[src/rtl/vga_timing_ctr.sv]
// vga_timing_ctr: 640x480@60 timing, BRAM read enable and RGB444 output stage (border via VGA_BORDER_EN).
module vga_timing_ctr #(
  parameter int MAX_ROW = 360,
  parameter int MAX_COL = 540,
  parameter int IMG_X   = 50,
  parameter int IMG_Y   = 60,
  parameter int H_ACT   = 640,
  parameter int H_FP    = 16,
  parameter int H_SYNC  = 96,
  parameter int H_BP    = 48,
  parameter int V_ACT   = 480,
  parameter int V_FP    = 10,
  parameter int V_SYNC  = 2,
  parameter int V_BP    = 33
) (
  input  logic       clk,
  input  logic       rst_n,
  output logic       bram_en_o,
  input  logic [7:0] RGB_i,
  input  logic       RGB_en_i,
  output logic [3:0] vga_r_o,
  output logic [3:0] vga_g_o,
  output logic [3:0] vga_b_o,
  output logic       hsync_o,
  output logic       vsync_o,
  output logic       frame_o,
  output logic       sync_err_o
);
  localparam logic [9:0] H_LAST = 10'(H_ACT + H_FP + H_SYNC + H_BP - 1);
  localparam logic [9:0] V_LAST = 10'(V_ACT + V_FP + V_SYNC + V_BP - 1);
  localparam logic [9:0] HA = 10'(H_ACT);
  localparam logic [9:0] VA = 10'(V_ACT);
  localparam logic [9:0] HS0 = 10'(H_ACT + H_FP);
  localparam logic [9:0] HS1 = 10'(H_ACT + H_FP + H_SYNC);
  localparam logic [9:0] VS0 = 10'(V_ACT + V_FP);
  localparam logic [9:0] VS1 = 10'(V_ACT + V_FP + V_SYNC);
  localparam logic [9:0] X0 = 10'(IMG_X);
  localparam logic [9:0] X1 = 10'(IMG_X + MAX_COL);
  localparam logic [9:0] Y0 = 10'(IMG_Y);
  localparam logic [9:0] Y1 = 10'(IMG_Y + MAX_ROW);
  typedef struct packed {
    logic frm;
    logic brd;
    logic img;
    logic act;
    logic vs;
    logic hs;
  } pipe_t;
  logic [9:0] h_cnt, v_cnt;
  logic       brd, err_q, err_nx;
  logic [3:0] col;
  pipe_t      p0, p1, p2;
  logic       unused;
  assign unused = ^RGB_i[3:0];
  always_ff @(posedge clk or negedge rst_n)
    if (!rst_n) begin
      h_cnt <= '0;
      v_cnt <= '0;
    end else begin
      h_cnt <= (h_cnt == H_LAST) ? '0 : h_cnt + 10'd1;
      if (h_cnt == H_LAST) v_cnt <= (v_cnt == V_LAST) ? '0 : v_cnt + 10'd1;
    end
  assign bram_en_o = h_cnt >= X0 && h_cnt < X1 && v_cnt >= Y0 && v_cnt < Y1;
`ifdef VGA_BORDER_EN
  assign brd = h_cnt < HA && v_cnt < VA &&
               (((h_cnt == X0 - 10'd1 || h_cnt == X1) && v_cnt >= Y0 - 10'd1 && v_cnt <= Y1) ||
                ((v_cnt == Y0 - 10'd1 || v_cnt == Y1) && h_cnt >= X0 - 10'd1 && h_cnt <= X1));
`else
  assign brd = 1'b0;
`endif
  // syncs travel active-high so cleared pipeline registers mean "not in sync"
  always_comb begin
    p0.frm = h_cnt == '0 && v_cnt == '0;
    p0.brd = brd;
    p0.img = bram_en_o;
    p0.act = h_cnt < HA && v_cnt < VA;
    p0.vs  = v_cnt >= VS0 && v_cnt < VS1;
    p0.hs  = h_cnt >= HS0 && h_cnt < HS1;
  end
  assign err_nx     = err_q | (RGB_en_i != p2.img);
  assign sync_err_o = rst_n & err_nx;
  always_ff @(posedge clk or negedge rst_n)
    if (!rst_n) begin
      p1      <= '0;
      p2      <= '0;
      err_q   <= 1'b0;
      col     <= '0;
      hsync_o <= 1'b1;
      vsync_o <= 1'b1;
      frame_o <= 1'b0;
    end else begin
      p1      <= p0;
      p2      <= p1;
      err_q   <= err_nx;
      col     <= (p2.act && !err_nx) ? (RGB_en_i ? RGB_i[7:4] : {4{p2.brd}}) : 4'h0;
      hsync_o <= !p2.hs;
      vsync_o <= !p2.vs;
      frame_o <= p2.frm;
    end
  assign vga_r_o = col;
  assign vga_g_o = col;
  assign vga_b_o = col;
endmodule

[config.mk]
export PLATFORM = sky130hd
export DESIGN_NAME = vga_timing_ctr
export DESIGN_NICKNAME = d
export VERILOG_FILES = /design/src/rtl/vga_timing_ctr.sv
export SDC_FILE = /design/constraint.sdc
export NUM_CORES = 1
export LEC_CHECK = 0
export BUFFER_PORTS_ARGS = -buffer_cell sky130_fd_sc_hd__clkbuf_2
export CAP_MARGIN = 20
export CORE_ASPECT_RATIO = 0.8
export CORE_MARGIN = 4
export CORE_UTILIZATION = 55
export DETAILED_ROUTE_END_ITERATION = 10
export GPL_TIMING_DRIVEN = 0
export PLACE_DENSITY = 0.78
export SYNTH_ARGS = -nofsm -noshare
export SYNTH_HDL_FRONTEND = slang
export SYNTH_SLANG_ARGS = --single-unit
[constraint.sdc]
create_clock -name clk -period 5.55 [get_ports clk]
set_input_delay 0.8325 -clock clk [delete_from_list [all_inputs] [get_ports clk]]
set_output_delay 0.8325 -clock clk [all_outputs]
set_load 0.005 [all_outputs]
# Yosys cells after proc, flatten, opt, wreduce, memory -nomap -nowiden
# Cells that the tools add are included.
# totals
regBits,38
inputBits,11
out_inout_bits,17
word_cells,51
# op_classes
add_sub_neg,2
n_lt_le_gt_ge,10
eq_ne,3
muxes,4
bitwise,2
reduce_logical,13
# op_table
op,count
$lt A10 B10 Y1 const B,3
$lt A10 B9 Y1 const B,3
$add A10 B1 Y10 const B,2
$eq A10 B10 Y1 const B,2
$ge A10 B6 Y1 const B,2
$logic_not A10 Y1,2
$mux W10,2
$ge A10 B10 Y1 const B,1
$ge A10 B9 Y1 const B,1
$logic_and A1 B1 Y1,8
$mux W4,2
$logic_not A1 Y1,3
$and A1 B1 Y1,1
$ne A1 B1 Y1,1
$or A1 B1 Y1,1

# Logic depth before layout (Yosys ltp)
# Gate-level depths: netlist of run 1.
# depth
ltp_word,5
ltp_mapped,7
depth_no_buf,6

# Worst setup path before layout of run 1
# No wires, ideal clock.
# synth_path
path_type,register to output
startpoint,register h_cnt[0]
endpoint,output bram_en_o
arrival_time_ps,1522
slack_ps,3195
path_stages_with_launch,7
path_buffers,0
cell_sequence,dfrtp_1 inv_1 ha_1 or4_1 a311oi_1 o21ai_1 and4b_1
# synth_between
elab_chain_len,4
# synth_lines
item,line_no,source
from (decl),49,"logic [9:0] h_cnt, v_cnt;"
from (signal assigned),60,h_cnt <= (h_cnt == H_LAST) ? '0 : h_cnt + 10'd1;
$ge A10 B6 Y1 or $lt A10 B10 Y1 (tied branches),63,assign bram_en_o = h_cnt >= X0 && h_cnt < X1 && v_cnt >= Y0 && v_cnt < Y1;
$logic_and A1 B1 Y1 (*) (3 in series),63,
to (decl),18,"output logic bram_en_o,"
# Mark *: on every way between the ends. The rest lies on a longest branch, timed or not.

# Worst setup path after layout of run 1
# Same ends and word-level chain as after synthesis.

==> results of run 1 <==
[critical path, cell delays in order, from the launching register on]
cell and delay (ps):
dfrtp_1 390, inv_1 70, ha_1 180, or4_1 390, a311oi_1 270, o21ai_1 90, and4b_1 220, clkbuf_2 110
[routing by layer]
layer / GRT usage [%] / up-vias / wire (um)
met2: 27.88 / 40 / 1414
li1: - / 628 / -
met4: 7.239 / 0 / 29
met3: 6.610 / 2 / 253
met5: 0 / - / 0
met1: 21.09 / 598 / 1513
[cell usage after synthesis, types with 2 or more instances]
master / n
o21ai_1: 5
nand2_1: 13
nor2_1: 10
dfrtp_1: 36
xor2_1: 7
clkbuf_1: 2
and3_1: 3
and2_1: 6
or4b_1: 2
and4_1: 3
nor3_1: 7
ha_1: 5
inv_1: 7
nand3_1: 10
and4b_1: 2
dfstp_2: 2
a21oi_1: 3
mux2i_1: 2
buf_4: 12
o21ai_0: 3
a311oi_1: 2
nand4_1: 3
xnor2_1: 3
[report_power, final]
group	switching [mW]	internal, mW	total [mW]
sequential	0.00000000000000000666	0.277	0.277
combinational	0.00573	0.00211	0.00784
clock	0.0929	0.0842	0.177
total	0.0986	0.363	0.462
[cells in the final DEF (no fill, tap or decap), types with 2 or more instances in the layout]
cell type  instances
clkbuf_8           5
clkbuf_1           2
mux2i_1            2
ha_1               5
and2_1             6
inv_1              7
nor2_1            10
and4_1             3
clkbuf_2          23
and3_1             3
nor3_1             7
a21oi_1            3
nand4_1            3
clkinv_2           2
o21ai_0            3
dfrtp_1           36
and4b_1            2
nand2_1           13
or4b_1             2
buf_4             12
nand3_1           10
dfstp_2            2
xnor2_1            3
o21ai_1            5
xor2_1             7
a311oi_1           2
[final cells by class]
cell class | count | area share [%]
multi-input cells | 107 | 34.90
clock inverters | 2 | 0.4890
clock buffers | 5 | 3.362
plain buffers | 15 | 5.318
inverters | 7 | 1.284
repair buffers | 23 | 5.623
well taps | 40 | 2.445
flip-flops and latches | 38 | 46.58
[flip-flops by register name (all words and copies together), names as in the netlist]
register / cells
h_cnt: 10
v_cnt: 10
p1: 5
p2: 5
vga_b_o: 4
err_q: 1
frame_o: 1
hsync_o: 1
vsync_o: 1
[worst max-delay path by stage]
| stage | end | start | cells after the start | slack (ps) |
|---|---|---|---|---|
| final | bram_en_o | h_cnt[0] | 7 | 2680 |
| after global placement | sync_err_o | rst_n | 3 | 2810 |
| after floorplan | bram_en_o | h_cnt[0] | 6 | 3200 |
| after global routing | bram_en_o | h_cnt[0] | 7 | 2560 |
| after CTS | bram_en_o | h_cnt[0] | 7 | 2650 |
| after detailed placement | sync_err_o | rst_n | 3 | 2790 |
[stage by stage]
step           cells  hold WS (ps)  utilization (%)  area, um^2
4_1_cts          237         350.1            65.86        2047
3_5_place_dp     230         334.7            63.33        1968
6_report         237         349.3            65.86        2047
2_1_floorplan    167         331.2                -        1803
3_3_place_gp     230         331.5            63.33        1968
5_1_grt          237         366.3            65.86        2047
[kinds of logic (layout without fill, tap and decap cells)]
kind of cell	Yosys count	in the layout
compound gates	19	19
xor+xnor	10	10
mux	3	3
fa+ha+maj	5	5
simple gates	70	70
flops	38	38
buf+inv	22	52
==> impl_summary.log, run 1 <==
INFO  metric result_of_the_run = completed
INFO  metric clock_path_buffers = 2
INFO  metric power_density = 225.6 nW/um^2
INFO  metric post-synth-top-area-cell = dfrtp_1
INFO  metric holdCritStartpoint = p1[2]
INFO  metric post_route_cells_drive_above_1_share = 24.87%
INFO  metric rsz0062_at_grt = no
INFO  metric cp_max_fo = 4
INFO  metric route.final.wire_length = 3210 um
INFO  metric tns = 0 ps
INFO  metric synth_simple_gate_area_share = 22.83%
INFO  metric die_w = 72.02 um
INFO  metric grt_usage = 17.31%
INFO  metric startpoint_type = flip-flop
INFO  metric yosys_most_used_dff = dfrtp_1
INFO  metric max_slew.worst_pin.slew = 896.7 ps
INFO  metric final.setup.worst_slack = 2681 ps
INFO  metric htree_levels = 2
INFO  metric route.detailed.vias_per_inst = 5.350
INFO  metric maximum_vdd_drop = 0.1407 mV
INFO  metric syn_inst = 167
INFO  metric sequential_cell_area = 953.4 um^2
INFO  metric synth_top_family_by_area = simple AND/OR/NAND/NOR gates
INFO  metric yosys_register_bits = 38
INFO  metric report.final.hold_viol_count = 0
INFO  metric yosysWarningCount = 0
INFO  metric die_area = 4264 um^2
INFO  metric post_synth_xor_area_fraction = 4.858%
INFO  metric synth_edf_count = 0
INFO  metric post-synth-top-area-fraction = 49.97%
INFO  metric first_pass_grt_wire_length = 5478 um
INFO  metric std_cell_rows = 18
INFO  metric muxShareOfSynthArea = 1.735%
INFO  metric die_height = 59.21 um
INFO  metric portBuffers = 23
INFO  metric critPathRequiredTime = 4720 ps
INFO  metric drt-pass1-iter-count = 4
INFO  metric grt-ovfl-total = 0
INFO  metric dr.first_iter.drc_count = 60
INFO  metric hold_depth = 0
INFO  metric synth-adder-area-share = 3.470%
INFO  metric regToRegStartpoint = h_cnt[1]
INFO  metric power.leakage = 1.057 nW
INFO  metric max_freq = 348.6 MHz
INFO  metric post_synth_instance_area = 1803 um^2
INFO  metric ys_types = 42
INFO  metric critPathCaptureType = output pin
INFO  metric timing.rr.end = v_cnt[4]
INFO  metric area_delta_synth_final = 13.53%
INFO  metric reg2reg_setup_slack = 3760 ps
INFO  metric postCtsSetupRepairBufs = 0
INFO  metric cts-resized-gates = 0
INFO  metric min-delay-path-class = flip-flop to flip-flop
INFO  metric dp_worst_setup_slack = 2792 ps
INFO  metric cts.clk_slew.worst_paths = 70 ps
INFO  metric floorplan.initialDensity = 58.01%
INFO  metric core_footprint = 3108 um^2
INFO  metric synth_compound_gate_area_share = 6.731%
INFO  metric synth_top_cells_by_area = dfrtp_1 50%, buf_4 5.0%, ha_1 3.5%, xor2_1 3.4%, dfstp_2 2.9%
INFO  metric grt_antenna_before_repair = 0
INFO  metric final_period_minus_worst_setup_slack = 2869 ps
INFO  metric fillers = 278
INFO  metric cts_made_buffers = 5
INFO  metric timing.final.setup_violations = 0
INFO  metric worst-endpoint-arrival = 2040 ps
INFO  metric multi_input_comb_area = 714.4 um^2
INFO  metric slew_viol_final = 0
INFO  metric dpl.hpwl = 2263 um
INFO  metric finalClockSkew = 4.970 ps
INFO  metric tritoncts = built
INFO  metric share_of_flip_flops_with_an_asynchronous_set_or_reset = 100.0%
INFO  metric clock_insertion_delay_worst_skew = 290 ps
INFO  metric timing.reg2reg.worst_path_depth = 6
INFO  metric layout_worst_path_cycle_share = 51.69%
INFO  metric routed-via-count = 1268
INFO  metric final_nets = 213
INFO  metric detail-route-antenna-nets = 0
INFO  metric clock_sink_count = 38
INFO  metric floorplan.io_pins = 28
INFO  metric cts-hold-fix-buffers = 0
INFO  metric postSynthAreaPerCell = 10.80 um^2
INFO  metric postSynthNetCount = 183
INFO  metric yosysSeqAreaShare = 52.88%
INFO  metric worst_slew_margin_rel = 40.22%
INFO  metric drc = 0
INFO  metric routed_wire_length_per_instance = 13.54 um
INFO  metric clock_tree_root_buffer_cell = clkbuf_8
INFO  metric maxCapViolCount = 0
INFO  metric first_global_vias = 1193
INFO  metric grt_start_max_net_pins = 40
INFO  metric antennaDiodeCount = 0
INFO  metric crit_type = flip-flop to output pin
INFO  metric gp_congestion = 0.8568
INFO  metric hold_end = p2[2]
INFO  metric post-layout-total-power = 461.8 uW
Power figures use the tool's default switching activity.
==> inputs of run 2 (changes only) <==
--- a/config.mk
+++ b/config.mk
@@ -9,10 +9,10 @@
 export CAP_MARGIN = 20
 export CORE_ASPECT_RATIO = 0.8
 export CORE_MARGIN = 4
-export CORE_UTILIZATION = 55
+export CORE_UTILIZATION = 50
 export DETAILED_ROUTE_END_ITERATION = 10
 export GPL_TIMING_DRIVEN = 0
-export PLACE_DENSITY = 0.78
+export PLACE_DENSITY = 0.74
 export SYNTH_ARGS = -nofsm -noshare
 export SYNTH_HDL_FRONTEND = slang
 export SYNTH_SLANG_ARGS = --single-unit
==> constraint.sdc (replaced) <==
create_clock -name clk -period 2.3 [get_ports clk]
set_input_delay 0.345 -clock clk [delete_from_list [all_inputs] [get_ports clk]]
set_output_delay 0.345 -clock clk [all_outputs]
set_load 0.005 [all_outputs]
==> run 2 against run 1 <==
Sequential cell count stayed put. Clock-buffer cell count stayed put. Core utilization is 2.8 points lower. Sequential share of layout area is 2.6 points lower. Non-clock buffer count is 5 higher. Cell area is 6.2% higher. Setup slack worse by 2600 ps. First-iteration DRC count is 5.0% lower. Die area is 8.7% higher. Wire length is 5.6% higher. Clock skew is 1.2 ps higher. Critical path depth is 2 lower. Critical endpoint unchanged. Highest routed layer unchanged.
==> impl_summary.log, run 2 (same netlist as run 1, synthesis figures left out) <==
INFO  metric result_of_the_run = completed
INFO  metric grt_usage = 17.11% (-0.20 points)
INFO  metric route.detailed.vias_per_inst = 5.416 (+1.2%)
INFO  metric max_slew.worst_pin.slew = 909.1 ps (+12.38 ps)
INFO  metric final_nets = 218 (+2.3%)
INFO  metric final_period_minus_worst_setup_slack = 2253 ps
INFO  metric post_route_cells_drive_above_1_share = 30.54% (+5.7 points)
INFO  metric portBuffers = 23 (unchanged)
INFO  metric timing.final.setup_violations = 0 (unchanged)
INFO  metric floorplan.initialDensity = 52.30% (-5.7 points)
INFO  metric clock_sink_count = 38 (unchanged)
INFO  metric cts.clk_slew.worst_paths = 70 ps (about the same)
INFO  metric first_pass_grt_wire_length = 5782 um (+5.5%)
INFO  metric startpoint_type = flip-flop
INFO  metric detail-route-antenna-nets = 0 (unchanged)
INFO  metric layout_worst_path_cycle_share = 97.95%
INFO  metric critPathRequiredTime = 1960 ps (-2760 ps)
INFO  metric die_height = 61.71 um (+4.2%)
INFO  metric drc = 0 (unchanged)
INFO  metric slew_viol_final = 0 (unchanged)
INFO  metric finalClockSkew = 6.205 ps (+1.235 ps)
INFO  metric placed_area = 1971 um^2 (+0.13%)
INFO  metric die_area = 4637 um^2 (+8.7%)
INFO  metric cp_max_fo = 7 (+3)
INFO  metric power_density = 623.4 nW/um^2 (+180%)
INFO  metric crit_type = flip-flop to output pin
INFO  metric tritoncts = built
INFO  metric worst_slew_margin_rel = 39.39% (-0.83 points)
INFO  metric placedCellCount = 232 (+0.87%)
INFO  metric whs = 166.6 ps (-182.7 ps)
INFO  metric cts-hold-fix-buffers = 0 (unchanged)
INFO  metric layout_common_cells = 34 x dfrtp_1, 23 x clkbuf_2, 17 x buf_4, 13 x nand2_1
INFO  metric finish.utilization = 63.09% (-2.8 points)
INFO  metric largestRegisters = h_cnt (10), v_cnt (10)
INFO  metric grt-ovfl-total = 0 (unchanged)
INFO  metric htree_levels = 2 (unchanged)
INFO  metric area_delta_synth_final = 20.61%
INFO  metric maxCapViolCount = 0 (unchanged)
INFO  metric dr.first_iter.drc_count = 57 (-5.0%)
INFO  metric routed-via-count = 1327 (+4.7%)
INFO  metric clock_tree_root_buffer_cell = clkbuf_8
INFO  metric first_global_vias = 1336 (+12%)
INFO  metric core_footprint = 3447 um^2 (+11%)
INFO  metric std_cell_rows = 19 (+1)
INFO  metric timing.reg2reg.worst_path_depth = 8 (+2)
INFO  metric tns = 0 ps (unchanged)
INFO  metric gp_congestion = 0.8577 (+0.11%)
INFO  metric floorplan.io_pins = 28 (unchanged)
INFO  metric dpl.hpwl = 2464 um (+8.9%)
INFO  metric route.final.wire_length = 3391 um (+5.6%)
INFO  metric clock_path_buffers = 2 (unchanged)
INFO  metric routed_wire_length_per_instance = 13.84 um (+2.2%)
INFO  metric min-delay-path-class = input pin to asynchronous set/reset pin
INFO  metric grt_antenna_before_repair = 0 (unchanged)
INFO  metric rsz0062_at_grt = yes
INFO  metric worst-endpoint-arrival = 1910 ps (-130 ps)
INFO  metric maximum_vdd_drop = 0.3850 mV (+170%)
INFO  metric antennaDiodeCount = 0 (unchanged)
INFO  metric critPathCaptureType = output pin
INFO  metric power.leakage = 1.101 nW (+4.1%)
INFO  metric drt-pass1-iter-count = 4 (unchanged)
INFO  metric max_freq = 443.9 MHz
INFO  metric clock_insertion_delay_worst_skew = 290 ps (about the same)
INFO  metric cts_made_buffers = 5 (unchanged)
INFO  metric mostFrequentLayoutCell = dfrtp_1
INFO  metric design_area = 2175 um^2 (+6.2%)
INFO  metric report.final.hold_viol_count = 0 (unchanged)
INFO  metric final_cell_count_no_fill = 245 (+3.4%)
INFO  metric grt_start_max_net_pins = 40 (unchanged)
INFO  metric die_w = 75.14 um (+4.3%)
## run 2: cell count changes in the layout (fill, tap and decap cells not counted), moves of 2 or more
cell,previous run,this run
buf_4,12,17
bufinv_16,0,2
clkinv_2,2,0
dfrtp_1,36,34
dfrtp_2,0,2
## run 2: layout make-up
class                      instances  area [um^2]
buffer                            15        108.9
fill                             289         1272
timing repair buffer              28        152.6
inverter                           7        26.28
clock inverter                     3        68.82
multi-input combinational        107        740.7
sequential                        38        955.9
clock buffer                       5        68.82
tap                               42        52.55
## run 2: timing repair
item	4_1_cts	5_1_grt
buffers inserted	5	0
resized for setup	2	6
pin swaps	3	1
endpoints found under the setup margin	1	1
## run 2: worst max-delay path, stage by stage, from the launching register on
cell	delay (ps)
dfrtp_2	450
or4_4	540
a311oi_2	240
o21ai_2	90
and4b_1	190
clkbuf_2	110
## run 2: power by group
group	switching [mW]	internal, mW
registers	0.0000000000000000170	0.668
clock network	0.234	0.434
logic	0.0141	0.00511
## run 2: path summary, 6_finish.rpt
| kind | from | end | slack [ps] |
|---|---|---|---|
| max in group asynchronous | rst_n | h_cnt[3] | 1510 |
| worst max register to register | h_cnt[1] | v_cnt[4] | 270 |
| min in group clk | RGB_i[4] | vga_b_o[0] | 270 |
| worst max-delay path | h_cnt[2] | bram_en_o | 50 |
| worst min-delay path | rst_n | err_q | 170 |
| worst min register to register | p2[5] | frame_o | 350 |
## run 2: routing by layer
layer / GRT usage (%) / up-vias / share of wire (%)
met2: 29.40 / 35 / 47
met5: 0 / - / 0
li1: - / 643 / -
met1: 19.96 / 642 / 43
met3: 4.502 / 7 / 7.6
met4: 8.978 / 0 / 2.1
## run 2: metrics by stage
| stage | setup WS [ps] | total power, mW |
|---|---|---|
| 2_1_floorplan | 432.6 | 0.6826 |
| 3_3_place_gp | 207.9 | 0.7006 |
| 3_5_place_dp | 160.6 | 0.7013 |
| 4_1_cts | 0.3622 | 1.374 |
| 5_1_grt | -13.23 | 1.401 |
| 6_report | 47.05 | 1.356 |
